### src/rtl/quadtest_oci_trace_pkg.sv
`default_nettype none
// ============================================================================
// Module   : quadtest_oci_trace_pkg
// Purpose  : Shared types and sizing constants for the OCI DCT trace path.
// Revision : 1.0  initial release
// ============================================================================
package quadtest_oci_trace_pkg;

  localparam int ENTRY_W = 2;
  localparam int ENTRIES = 15;
  localparam int BUF_W   = ENTRY_W * ENTRIES;
  localparam int CNT_W   = 4;

  // Packer control states: normal packing, end-of-test drain, terminal.
  typedef enum logic [1:0] {
    RUN   = 2'd0,
    DRAIN = 2'd1,
    ENDED = 2'd2
  } dct_state_t;

  typedef logic [ENTRY_W-1:0] dct_code_t;

endpackage
`default_nettype wire

### src/rtl/quadtest_oci_dct_out_reg.sv
`default_nettype none
// ============================================================================
// Module   : quadtest_oci_dct_out_reg
// Purpose  : Single-entry valid/ready holding register. Payload is held
//            stable while valid and not ready; o_slot_free tells the producer
//            it may load this cycle (empty, or emptying this cycle).
// Revision : 1.0  initial release
// ============================================================================
module quadtest_oci_dct_out_reg #(
  parameter int W = 34
) (
  input  logic         clk,
  input  logic         reset,
  input  logic         i_load,
  input  logic [W-1:0] i_load_data,
  input  logic         i_out_ready,
  output logic         o_out_valid,
  output logic [W-1:0] o_out_data,
  output logic         o_slot_free
);

  logic         r_valid;
  logic [W-1:0] r_data;

  assign o_slot_free = !r_valid || i_out_ready;
  assign o_out_valid = r_valid;
  assign o_out_data  = r_data;

  // Load a new payload when the slot frees up, otherwise retire on hand-off.
  always_ff @(posedge clk) begin
    if (reset) begin
      r_valid <= 1'b0;
      r_data  <= '0;
    end else if (i_load && o_slot_free) begin
      r_valid <= 1'b1;
      r_data  <= i_load_data;
    end else if (i_out_ready) begin
      r_valid <= 1'b0;
    end
  end

endmodule
`default_nettype wire

### src/rtl/quadtest_cpu_oci_dct_packer.sv
`default_nettype none
// ============================================================================
// Module   : quadtest_cpu_oci_dct_packer
// Purpose  : Packs 2-bit DCT codes into 30-bit frames with an entry count and
//            hands them downstream over valid/ready; drains on end of test.
// Revision : 1.0  initial release
// ============================================================================
module quadtest_cpu_oci_dct_packer #(
  parameter  int ENTRY_W = 2,
  parameter  int ENTRIES = 15,
  parameter  int CNT_W   = 4,
  parameter  int FCNT_W  = 16,
  localparam int BUF_W   = ENTRY_W * ENTRIES
) (
  input  logic               clk,
  input  logic               reset,
  input  logic               in_valid,
  output logic               in_ready,
  input  logic [ENTRY_W-1:0] in_code,
  input  logic               flush,
  output logic [BUF_W-1:0]   dct_buffer,
  output logic [CNT_W-1:0]   dct_count,
  output logic               out_valid,
  input  logic               out_ready,
  input  logic               test_ending,
  output logic               test_has_ended,
  output logic [FCNT_W-1:0]  frames_sent
);

  import quadtest_oci_trace_pkg::*;

  localparam logic [CNT_W-1:0] c_full = CNT_W'(ENTRIES);
  localparam logic [CNT_W-1:0] c_one  = CNT_W'(1);

  dct_state_t               r_state, w_state_nxt;
  logic [BUF_W-1:0]         r_acc, w_acc_nxt;
  logic [CNT_W-1:0]         r_acc_cnt, w_cnt_nxt;
  logic                     r_flush_pend, w_flush_nxt;
  logic [FCNT_W-1:0]        r_frames;

  logic                     w_slot_free;
  logic                     w_accept;
  logic                     w_xfer;
  logic [BUF_W+CNT_W-1:0]   w_out_data;

  assign in_ready = !reset && (r_state == RUN) && ((r_acc_cnt != c_full) || w_slot_free);
  assign w_accept = in_valid && in_ready;

  // Move the accumulator out when it is full, flushed, or being drained.
  assign w_xfer = w_slot_free && (r_acc_cnt != '0) &&
                  ((r_acc_cnt == c_full) || r_flush_pend || (r_state == DRAIN));

  assign test_has_ended = (r_state == ENDED);
  assign frames_sent    = r_frames;
  assign dct_buffer     = w_out_data[BUF_W+CNT_W-1:CNT_W];
  assign dct_count      = w_out_data[CNT_W-1:0];

  quadtest_oci_dct_out_reg #(
    .W (BUF_W + CNT_W)
  ) u_out_reg (
    .clk         (clk),
    .reset       (reset),
    .i_load      (w_xfer),
    .i_load_data ({r_acc, r_acc_cnt}),
    .i_out_ready (out_ready),
    .o_out_valid (out_valid),
    .o_out_data  (w_out_data),
    .o_slot_free (w_slot_free)
  );

  // Accumulator next value: shift in on accept, restart with the new code
  // when a transfer empties the accumulator in the same cycle.
  always_comb begin
    w_acc_nxt = r_acc;
    w_cnt_nxt = r_acc_cnt;
    if (w_xfer) begin
      w_acc_nxt = '0;
      w_cnt_nxt = '0;
    end
    if (w_accept) begin
      if (w_xfer) begin
        w_acc_nxt = {{(BUF_W-ENTRY_W){1'b0}}, in_code};
        w_cnt_nxt = c_one;
      end else begin
        w_acc_nxt = {r_acc[BUF_W-ENTRY_W-1:0], in_code};
        w_cnt_nxt = r_acc_cnt + c_one;
      end
    end
  end

  // Pending flush survives until its frame moves out; an empty accumulator
  // drops it so no zero-length frame is produced. A flush that arrives while
  // another frame transfers applies to the code accepted alongside it.
  always_comb begin
    if (w_xfer) begin
      w_flush_nxt = flush && w_accept;
    end else begin
      w_flush_nxt = (flush || r_flush_pend) && ((r_acc_cnt != '0) || w_accept);
    end
  end

  // End-of-test sequencing.
  always_comb begin
    w_state_nxt = r_state;
    case (r_state)
      RUN:     if (test_ending) w_state_nxt = DRAIN;
      DRAIN:   if ((r_acc_cnt == '0) && !out_valid) w_state_nxt = ENDED;
      ENDED:   w_state_nxt = ENDED;
      default: w_state_nxt = RUN;
    endcase
  end

  // State, accumulator and flush registers.
  always_ff @(posedge clk) begin
    if (reset) begin
      r_state      <= RUN;
      r_acc        <= '0;
      r_acc_cnt    <= '0;
      r_flush_pend <= 1'b0;
    end else begin
      r_state      <= w_state_nxt;
      r_acc        <= w_acc_nxt;
      r_acc_cnt    <= w_cnt_nxt;
      r_flush_pend <= w_flush_nxt;
    end
  end

  // Saturating count of frames handed downstream.
  always_ff @(posedge clk) begin
    if (reset) begin
      r_frames <= '0;
    end else if (out_valid && out_ready && (r_frames != '1)) begin
      r_frames <= r_frames + FCNT_W'(1);
    end
  end

endmodule
`default_nettype wire

### config.mk
export PLATFORM = sky130hd
export DESIGN_NAME = quadtest_cpu_oci_dct_packer
export DESIGN_NICKNAME = d
export VERILOG_FILES = /design/src/rtl/quadtest_oci_trace_pkg.sv /design/src/rtl/quadtest_oci_dct_out_reg.sv /design/src/rtl/quadtest_cpu_oci_dct_packer.sv
export SDC_FILE = /design/constraint.sdc
export NUM_CORES = 1
export LEC_CHECK = 0
export ABC_AREA = 1
export BUFFER_PORTS_ARGS = -buffer_cell sky130_fd_sc_hd__clkbuf_2
export CAP_MARGIN = 10
export CORE_ASPECT_RATIO = 1.4
export CORE_MARGIN = 2
export CORE_UTILIZATION = 56
export DETAILED_ROUTE_END_ITERATION = 8
export PLACE_DENSITY = 0.79
export SETUP_SLACK_MARGIN = 0.1
export SYNTH_ARGS = -nofsm -noshare
export SYNTH_HDL_FRONTEND = slang
export SYNTH_SLANG_ARGS = --single-unit
### constraint.sdc
create_clock -name clk -period 1.9 [get_ports clk]
set_input_delay 0.38 -clock clk [delete_from_list [all_inputs] [get_ports clk]]
set_output_delay 0.38 -clock clk [all_outputs]
set_load 0.01 [all_outputs]
# Word-level counts from Yosys, hierarchy flattened
# Index checks and enable logic that the tools add are counted.
[classes]
n_addsub = 2
mul = 0
div_mod_pow = 0
order_cmp = 0
n_eq_ne = 7
n_shift = 0
n_mux = 12
n_bitwise = 0
n_reduce_logical = 25
[op_table]
columns = ["operator", "count"]
rows = [
  ["30-bit 2-to-1 mux", 3],
  ["16-bit by 1-bit adder with 16-bit output (second input constant)", 1],
  ["16-bit != test (second input constant)", 1],
  ["4-bit 2-to-1 mux", 3],
  ["1-bit logical AND", 11],
  ["1-bit logical OR", 6],
  ["2-bit one-hot mux with 3 select lines", 1],
  ["4-bit by 1-bit adder with 4-bit output (second input constant)", 1],
  ["4-bit == test (second input constant)", 1],
  ["4-bit logical NOT", 1],
  ["2-bit 2-to-1 mux", 2],
  ["4-bit != test (second input constant)", 1],
  ["2-bit nonzero test", 2],
  ["4-bit nonzero test", 1],
  ["1-bit 2-to-1 mux", 3],
  ["2-bit by 1-bit == test with 1-bit output (second input constant)", 1],
  ["2-bit == test (second input constant)", 1],
  ["1-bit logical NOT", 2],
  ["2-bit logical NOT", 1],
  ["2-bit by 1-bit != test with 1-bit output (second input constant)", 1],
  ["2-bit != test (second input constant)", 1],
  ["2-bit AND reduction", 1],
]
[word_totals]
reg_bits = 88
latch_bits = 0
ramBits = 0
mem_bits_ro = 0
in_bits = 8
output_inout_bits = 53
word_cells = 53
n_memories = 0

# Logic depth before layout (Yosys ltp)
# Gate-level depths: netlist (run 1).
[depth]
depth_word = 8
depth_mapped = 10
depth_no_buf = 9

# Hierarchy
# Synthesis (run 1) repeated with hierarchy kept, for this count alone.
[hier_totals]
hier_cells = 582
area_unflattened_um2 = 4212.8
[modules_own_cells]
columns = ["mod", "n_inst", "cells_per_inst", "area_each_um2", "seq_area_each_um2"]
rows = [
  ["quadtest_cpu_oci_dct_packer", 1, 354, 2567.5, 1061.0],
  ["quadtest_oci_dct_out_reg", 1, 228, 1645.3, 700.7],
]

# Worst setup path before layout (run 1)
# Ideal clock, no wire load.
[synth_timing]
kind = "register -> register"
start = "register r_frames[0], in the netlist frames_sent[0]"
end = "register r_frames[1], in the netlist frames_sent[1]"
setup_time_ps = 116
t_arrival_ps = 1419
required_ps = 1784
slack_ps = 365
stages_incl_launch_ff = 10
n_path_buf = 1
synth_period_minus_slack_ps = 1535
path_cell_list = "dfxtp_1 > ha_1 > nand2_1 > nor2_2 > nand2_2 > nor2_1 > nor2_2 > buf_6 > nor2_1 > nor2_1"
[synth_via]
elab_chain_len = 2
elab_cells_between_ends = 3
cone_classes = "1 x add/sub; 1 x eq/ne; 1 x reduce/logical"
[synth_lines]
columns = ["element", "line_no", "rtl"]
rows = [
  ["start: declaration", "quadtest_cpu_oci_dct_packer.sv:39", "logic [FCNT_W-1:0] r_frames;"],
  ["start signal: assignment", "quadtest_cpu_oci_dct_packer.sv:133", "r_frames <= r_frames + FCNT_W'(1);"],
  ["parallel branches: the longest is 2 deep, another holds 16-bit by 1-bit adder with 16-bit output", "n/a", ""],
]
# Parallel ways; which one is timed is not known.
# A chain may end at the register's enable or synchronous reset.

# Worst setup path after layout (run 1)
[layout_timing]
start = "register r_acc_cnt[1]"
end = "output port in_ready"
[layout_via]
elab_chain_len = 3
[layout_lines]
columns = ["element", "line_no", "rtl"]
rows = [
  ["start: declaration", "quadtest_cpu_oci_dct_packer.sv:37", "logic [CNT_W-1:0] r_acc_cnt, w_cnt_nxt;"],
  ["start signal: assignment", "quadtest_cpu_oci_dct_packer.sv:123", "r_acc_cnt <= w_cnt_nxt;"],
  ["4-bit != test", "quadtest_cpu_oci_dct_packer.sv:46", "assign in_ready = !reset && (r_state == RUN) && ((r_acc_cnt != c_full) || w_slot_free);"],
  ["1-bit logical OR", "quadtest_cpu_oci_dct_packer.sv:46", ""],
  ["1-bit logical AND", "quadtest_cpu_oci_dct_packer.sv:46", ""],
  ["end: declaration", "quadtest_cpu_oci_dct_packer.sv:18", "output logic in_ready,"],
]
# Every way passes these cells.

==> key figures, run 1 <==
Outcome
  • Status: finished clean

Route
  • DR vias/cell: 5.45
  • WL/cell: 13.0 microns
  • Post-route antenna net violation count: 0
  • DR DRC count: 0
  • Routed WL: 8.15 mm
  • Vias: 3420
  • Initial DRC count: 168
  • DR pass1 iterations: 4

Floorplan
  • Chip height: 101 microns
  • Starting Density: 0.574
  • Die width: 73.1 microns
  • Core Box Area: 6530 sq um
  • Row Count: 35
  • Top Ports: 61
  • Die area: 7360 sq um

Place
  • Port-buffer cells: 60
  • RePlAce Congestion: 0.874
  • DP Area: 4080 sq um
  • Final HPWL DP: 5.26 mm

Clock tree
  • Clk slew on worst S/H paths: 90 ps
  • Root Buffer: clkbuf_8
  • # hold bufs at CTS: 0
  • Num CTS Buffers: 9
  • H-Tree Level Count: 3
  • TritonCTS clock tree: built
  • Clk sink count: 88
  • Clock Path Buffers: 2
  • Clock Latency Late Sink: 360 ps

Synthesis
  • Syn_area_per_cell: 7.48 sq um
  • Mapped cell area: 3740 sq um
  • FF+latch count, synth: 88
  • Syn Inst Count: 500
  • Synth warn: 0
  • Cell variety after synth: 22
  • Leading register cell type out of synthesis: dfxtp_1
  • Sequential area share after synthesis: 0.471
  • Post-synth EDFFs: 0
  • Asr flop ratio synth: 0
  • Syn Nets: 515

STA
  • Slew @ Worst Pin: 485 ps
  • Setup-failing EPs final: 0
  • Setup TNS Final: 0 ps
  • Fmax: 590 MHz
  • Slew HR: 0.677
  • Skew final: 7.63 ps
  • RSZ-0062 raised after global routing: false
  • Final Hold Vio Count: 0
  • Fin crit share: 0.893
  • Slew Limit Fails: 0
  • Min Clock Period, post-route: 1700 ps

Global route
  • Largest net degree at the start of global routing: 46
  • Vias in the first global route: 3113
  • Initial antenna violation count: 0
  • Grt ovf: 0
  • First-pass GRT wire length: 13.7 mm
  • GRT Overall Usage: 0.233

Hold path
  • Hold path cells: 3
  • HP Class: in2reg

Critical path
  • Worst Setup EP: in_ready
  • Reg2reg end: r_acc_cnt[0]
  • Critical path type: reg2out
  • Crit. End Element: output pin
  • Reg-to-reg slack, setup: 230 ps
  • Reg2reg start: r_acc_cnt[0]
  • Worst setup startpoint: r_acc_cnt[1]
  • Arrival @ worst endpoint: 1320 ps
  • Worst reg-to-reg path cell count: 9
  • Critical Path RT: 1520 ps
  • Worst setup SP type: flop
  • Crit-path max FO: 3

Finish
  • Most common cell after layout, fill and taps aside: nor2_1
  • Layout cells sized above 1: 0.190
  • Ant. Diodes: 0
  • FILL cells: 552
  • Layout overhead on the synthesized area: 15.7%
  • Fin nets: 564
  • Most frequent cells in the layout: nor2_1, dfxtp_1, nand3_1, nand2_1, clkbuf_2
  • Fin area: 4330 sq um

Pwr
  • Pwr Density: 1040 nW/um^2
  • Peak VDD IR: 0.000705 V
  • Total power: 4510 uW
  • Lkg Pwr: 0.00170 uW

Flow run
  • Max Cap Violations: 0
==> registers in the layout, summed over array words and instances, names as in the netlist <==
register	cells
frames_sent	16
r_acc	30
r_acc_cnt	4
r_flush_pend	1
r_state	2
u_out_reg.o_out_data	34
u_out_reg.o_out_valid	1
==> synth_stat cells (all sizes together), types with 2 or more instances <==
master	instances	area, sq um
nor2	93	359
a21oi	50	250
dfxtp	88	1760
nand2	73	289
o21ai	40	204
nor3	4	31.3
xnor2	2	17.5
clkbuf	9	33.8
inv	25	93.8
nand3	76	380
buf	22	153
ha	7	87.6
nand4	6	37.5
xor2	4	35.0
==> through the flow <==
step                hold WS, ps  instances   util  setup WS [ps]
finish                      222        628  0.664            204
global route                229        628  0.664           96.9
CTS                         213        627  0.659            116
detailed placement          473        611  0.625            129
global placement            466        611  0.625            158
floorplan                   456        500      -            365
==> metal layers <==
metal / vias up / global-route usage / part of all wire
li1: 1749 / - / -
met1: 1592 / 0.275 / 0.43
met2: 67 / 0.403 / 0.52
met3: 12 / 0.0590 / 0.040
met4: 0 / 0.0855 / 0.016
met5: - / 0 / 0
==> worst max-delay path: stages, from the launching register on <==
cell	delay (ps)
dfxtp_2	350
ha_2	200
nand3_2	110
nor2_4	120
nor2_2	50
clkbuf_2	120
==> worst min-delay path by stage <==
stage,to,slack [ps],from
after CTS,r_acc[0],210,in_code[0]
after global routing,r_acc[1],230,in_code[1]
after global placement,u_out_reg.o_out_data[7],470,u_out_reg.o_out_data[7]
final,r_acc[0],220,in_code[0]
after detailed placement,r_acc[28],470,r_acc[28]
after floorplan,r_state[1],460,r_state[1]
==> layout make-up <==
cell class                      count  area, sq um  share of cell area
Clock buffer                       10          138              0.0318
Clock inverter                      6         67.6              0.0156
Inverter                           26          103              0.0237
Multi-Input combinational cell    355         1740               0.401
Sequential cell                    88         1760               0.407
Tap cell                           74         92.6              0.0214
Timing Repair Buffer               69          430              0.0994
==> cells by family (layout without fill, tap and decap cells) <==
family                     after synthesis  count (layout)  synth area share
AOI/OAI and AO/OA                       90              90             0.121
xor gates and xnor gates                 6               6            0.0140
adders and majority gates                7               7            0.0234
buffers and inverters                   57             111            0.0772
DFF                                     88              88             0.471
and+or+nand+nor                        252             252             0.293
==> where the power goes <==
| group | internal (uW) | switching [uW] | total (uW) |
|---|---|---|---|
| combinational | 407 | 653 | 1060 |
| clock | 648 | 680 | 1330 |
| sequential | 2020 | 105 | 2120 |
| total | 3070 | 1440 | 4510 |
==> timing repair <==
action | in CTS | in global routing
gates resized for setup | 6 | 6
setup buffers | 0 | 1
pin swaps | 1 | 2
endpoints found under the setup margin | 1 | 15
gates cloned | 0 | 0
No activity file was read; power rests on OpenSTA's default activity.
==> run 2: changes to the inputs <==
--- a/config.mk
+++ b/config.mk
@@ -5,14 +5,14 @@
 export SDC_FILE = /design/constraint.sdc
 export NUM_CORES = 1
 export LEC_CHECK = 0
-export ABC_AREA = 1
 export BUFFER_PORTS_ARGS = -buffer_cell sky130_fd_sc_hd__clkbuf_2
 export CAP_MARGIN = 10
 export CORE_ASPECT_RATIO = 1.4
 export CORE_MARGIN = 2
-export CORE_UTILIZATION = 56
+export CORE_UTILIZATION = 55
 export DETAILED_ROUTE_END_ITERATION = 8
 export PLACE_DENSITY = 0.79
+export REMOVE_ABC_BUFFERS = 1
 export SETUP_SLACK_MARGIN = 0.1
 export SYNTH_ARGS = -nofsm -noshare
 export SYNTH_HDL_FRONTEND = slang
==> run 2 against run 1 <==
Net effect:
- the run now ends with setup timing left
- total power fell by 6.7%
- routed wire length up 24%
- clock power is essentially flat
- critical path depth grew 4
- critical path type is now reg2reg
- worst hold slack lost 1.8 ps
- highest routed layer unchanged
- flip-flop and latch count stayed put
- sequential power shrank 8%
- global-route usage fell by 0.98 points
- count of clock-buffer cells in the layout is 1 lower
- synthesized area is 5.9% lower
- design area increased by 6.2%
- largest power group unchanged
==> key figures, run 2 <==
Outcome
  • Status: complete, but fails checks
  • Failing checks: setup timing

Clock tree
  • Clock Latency Late Sink: 360 ps
  • Clk slew on worst S/H paths: 100 ps
  • H-Tree Level Count: 3
  • Clk sink count: 88
  • Num CTS Buffers: 9
  • Root Buffer: clkbuf_8
  • Clock Path Buffers: 2
  • TritonCTS clock tree: built

Synthesis
  • Leading register cell type out of synthesis: dfxtp_1
  • Post-synth EDFFs: 0
  • Sequential area share after synthesis: 0.500
  • Cell variety after synth: 47
  • FF+latch count, synth: 88
  • Synth warn: 0
  • Asr flop ratio synth: 0
  • Top-count cell post-synth: nand2_1
  • Mapped cell area: 3520 sq um
  • Synth cell count leaders: nand2_1, dfxtp_1, a21oi_1
  • Area contributors post-synth: dfxtp_1, nand2_1, a21oi_1
  • Syn_area_per_cell: 8.21 sq um
  • Area share of the largest cell type after synthesis: 0.500
  • Leading area contributor after synthesis: dfxtp_1
  • Syn Inst Count: 429

STA
  • Min Clock Period, post-route: 1990 ps
  • Worst hold slack: 220 ps
  • Skew final: 12.2 ps
  • Slew @ Worst Pin: 370 ps
  • Final Hold Vio Count: 0
  • Setup-failing EPs final: 4
  • Slew Limit Fails: 0
  • Fmax: 503 MHz
  • Fin crit share: 1.05
  • Post-route setup slack: -88.3 ps
  • RSZ-0062 raised after global routing: true
  • Slew HR: 0.753

Finish
  • Layout cells sized above 1: 0.324
  • Final non-filler cell total: 578
  • Most frequent cells in the layout: nand2_1, dfxtp_1, clkbuf_2, a21oi_1, a21oi_2
  • Fin util: 0.741
  • FILL cells: 428
  • Ant. Diodes: 0
  • Most common cell after layout, fill and taps aside: nand2_1
  • Fin nets: 516
  • Area of the multi-input gates: 1810 sq um
  • Layout overhead on the synthesized area: 30.6%
  • Register area: 1770 sq um
  • Number of flip-flops in the largest register: 34

Route
  • DR pass1 iterations: 5
  • Vias: 3459
  • DR DRC count: 0
  • DR vias/cell: 5.98
  • Post-route antenna net violation count: 0
  • Top sig layer: met4
  • Routed WL: 10.1 mm
  • Wire length on met3: 705 microns
  • Met1 Wirelength: 3.74 mm
  • Initial DRC count: 180
  • WL met2: 5.09 mm
  • WL/cell: 17.5 microns

Hold path
  • HP Class: in2reg
  • Hold path cells: 3

Pwr
  • Combinational Power Share: 0.216
  • Total power: 4210 uW
  • Sw Ratio: 0.310
  • Cell Int Power: 2900 uW
  • Part of the power in registers: 0.460
  • Pwr Density: 914 nW/um^2
  • Peak VDD IR: 0.000628 V
  • Lkg Pwr: 0.00170 uW
  • P_sw: 1300 uW
  • Clk pwr share: 0.324

Critical path
  • Worst setup SP type: flop
  • Crit-path max FO: 8
  • Worst reg-to-reg path cell count: 9
  • Crit. End Element: flop
  • Critical Path RT: 2180 ps
  • Arrival @ worst endpoint: 2260 ps
  • Critical path type: reg2reg

Global route
  • Grt ovf: 0
  • Initial antenna violation count: 0
  • GRT Overall Usage: 0.224
  • Largest net degree at the start of global routing: 38
  • Vias in the first global route: 2949
  • First-pass GRT wire length: 12.8 mm

Place
  • Final HPWL DP: 5.04 mm
  • RePlAce Congestion: 0.941
  • Port-buffer cells: 60
  • Placed cell count: 546

Floorplan
  • Top Ports: 61
  • Die area: 7070 sq um
  • Core Box Area: 6210 sq um
  • Row Count: 34
  • Die width: 71.6 microns
  • Chip height: 98.7 microns
  • Starting Density: 0.567

Flow run
  • Max Cap Violations: 0
-- run 2: logic make-up after synthesis --
kind of cell	Yosys count	synth area share
AND/OR/NAND/NOR	190	0.241
buffers and inverters	33	0.0472
adder cells (fa/ha/maj)	7	0.0249
multiplexers	3	0.00852
AO/OA/AOI/OAI	106	0.173
flip-flops	88	0.500
XOR/XNOR	2	0.00497
-- run 2: path summary, 6_finish.rpt --
| kind | from | end | slack (ps) |
|---|---|---|---|
| max | r_acc_cnt[0] | r_acc_cnt[0] | -90 |
| min | in_code[0] | r_acc[0] | 220 |
| max reg2reg | r_acc_cnt[0] | r_acc_cnt[0] | -90 |
| min reg2reg | u_out_reg.o_out_data[4] | u_out_reg.o_out_data[4] | 460 |
-- run 2: power groups by stage --
stage / sequential [uW] / combinational [uW] / clock [uW]
floorplan: 1970 / 344 / 0
global placement: 1970 / 574 / 0
detailed placement: 1980 / 595 / 0
CTS: 1930 / 620 / 1360
global route: 1940 / 963 / 1450
finish: 1940 / 907 / 1360
-- run 2: timing repair --
action	in CTS	in global routing
resized for setup	9	58
hold buffers	0	0
buffers inserted	3	2
hold endpoints to repair	0	0
endpoints found under the setup margin	1	75
pin swaps	1	30
cloned	0	11
-- run 2: layout make-up --
type / count / share of cell area
clock buffer: 9 / 0.0269
clock inverter: 7 / 0.0179
inverter: 7 / 0.00625
multi-input combinational: 308 / 0.393
sequential: 88 / 0.384
tap: 72 / 0.0196
timing repair buffer: 87 / 0.151
-- run 2: layer usage --
metal,vias up,global-route usage
met2,160,0.402
met3,52,0.0481
met1,1637,0.252
li1,1610,-
met5,-,0
met4,0,0.0900
-- run 2: worst max-delay path, stage by stage, from the launching register on --
cell and delay, ps:
dfxtp_2 360, buf_4 160, inv_4 60, ha_4 120, or3b_4 400, o311ai_4 110, buf_6 240, clkbuf_16 180
nand3_1 90, a21oi_1 180
-- run 2: metrics by stage --
step / setup TNS (ps) / instance area, sq um / setup WS (ps)
final: -125 / 4600 / -88.3
after global routing: -1090 / 4600 / -157
after CTS: 0 / 4160 / 12.0
after detailed placement: 0 / 3900 / 159
after global placement: 0 / 3900 / 194
after floorplan: -63840 / 3380 / -1380
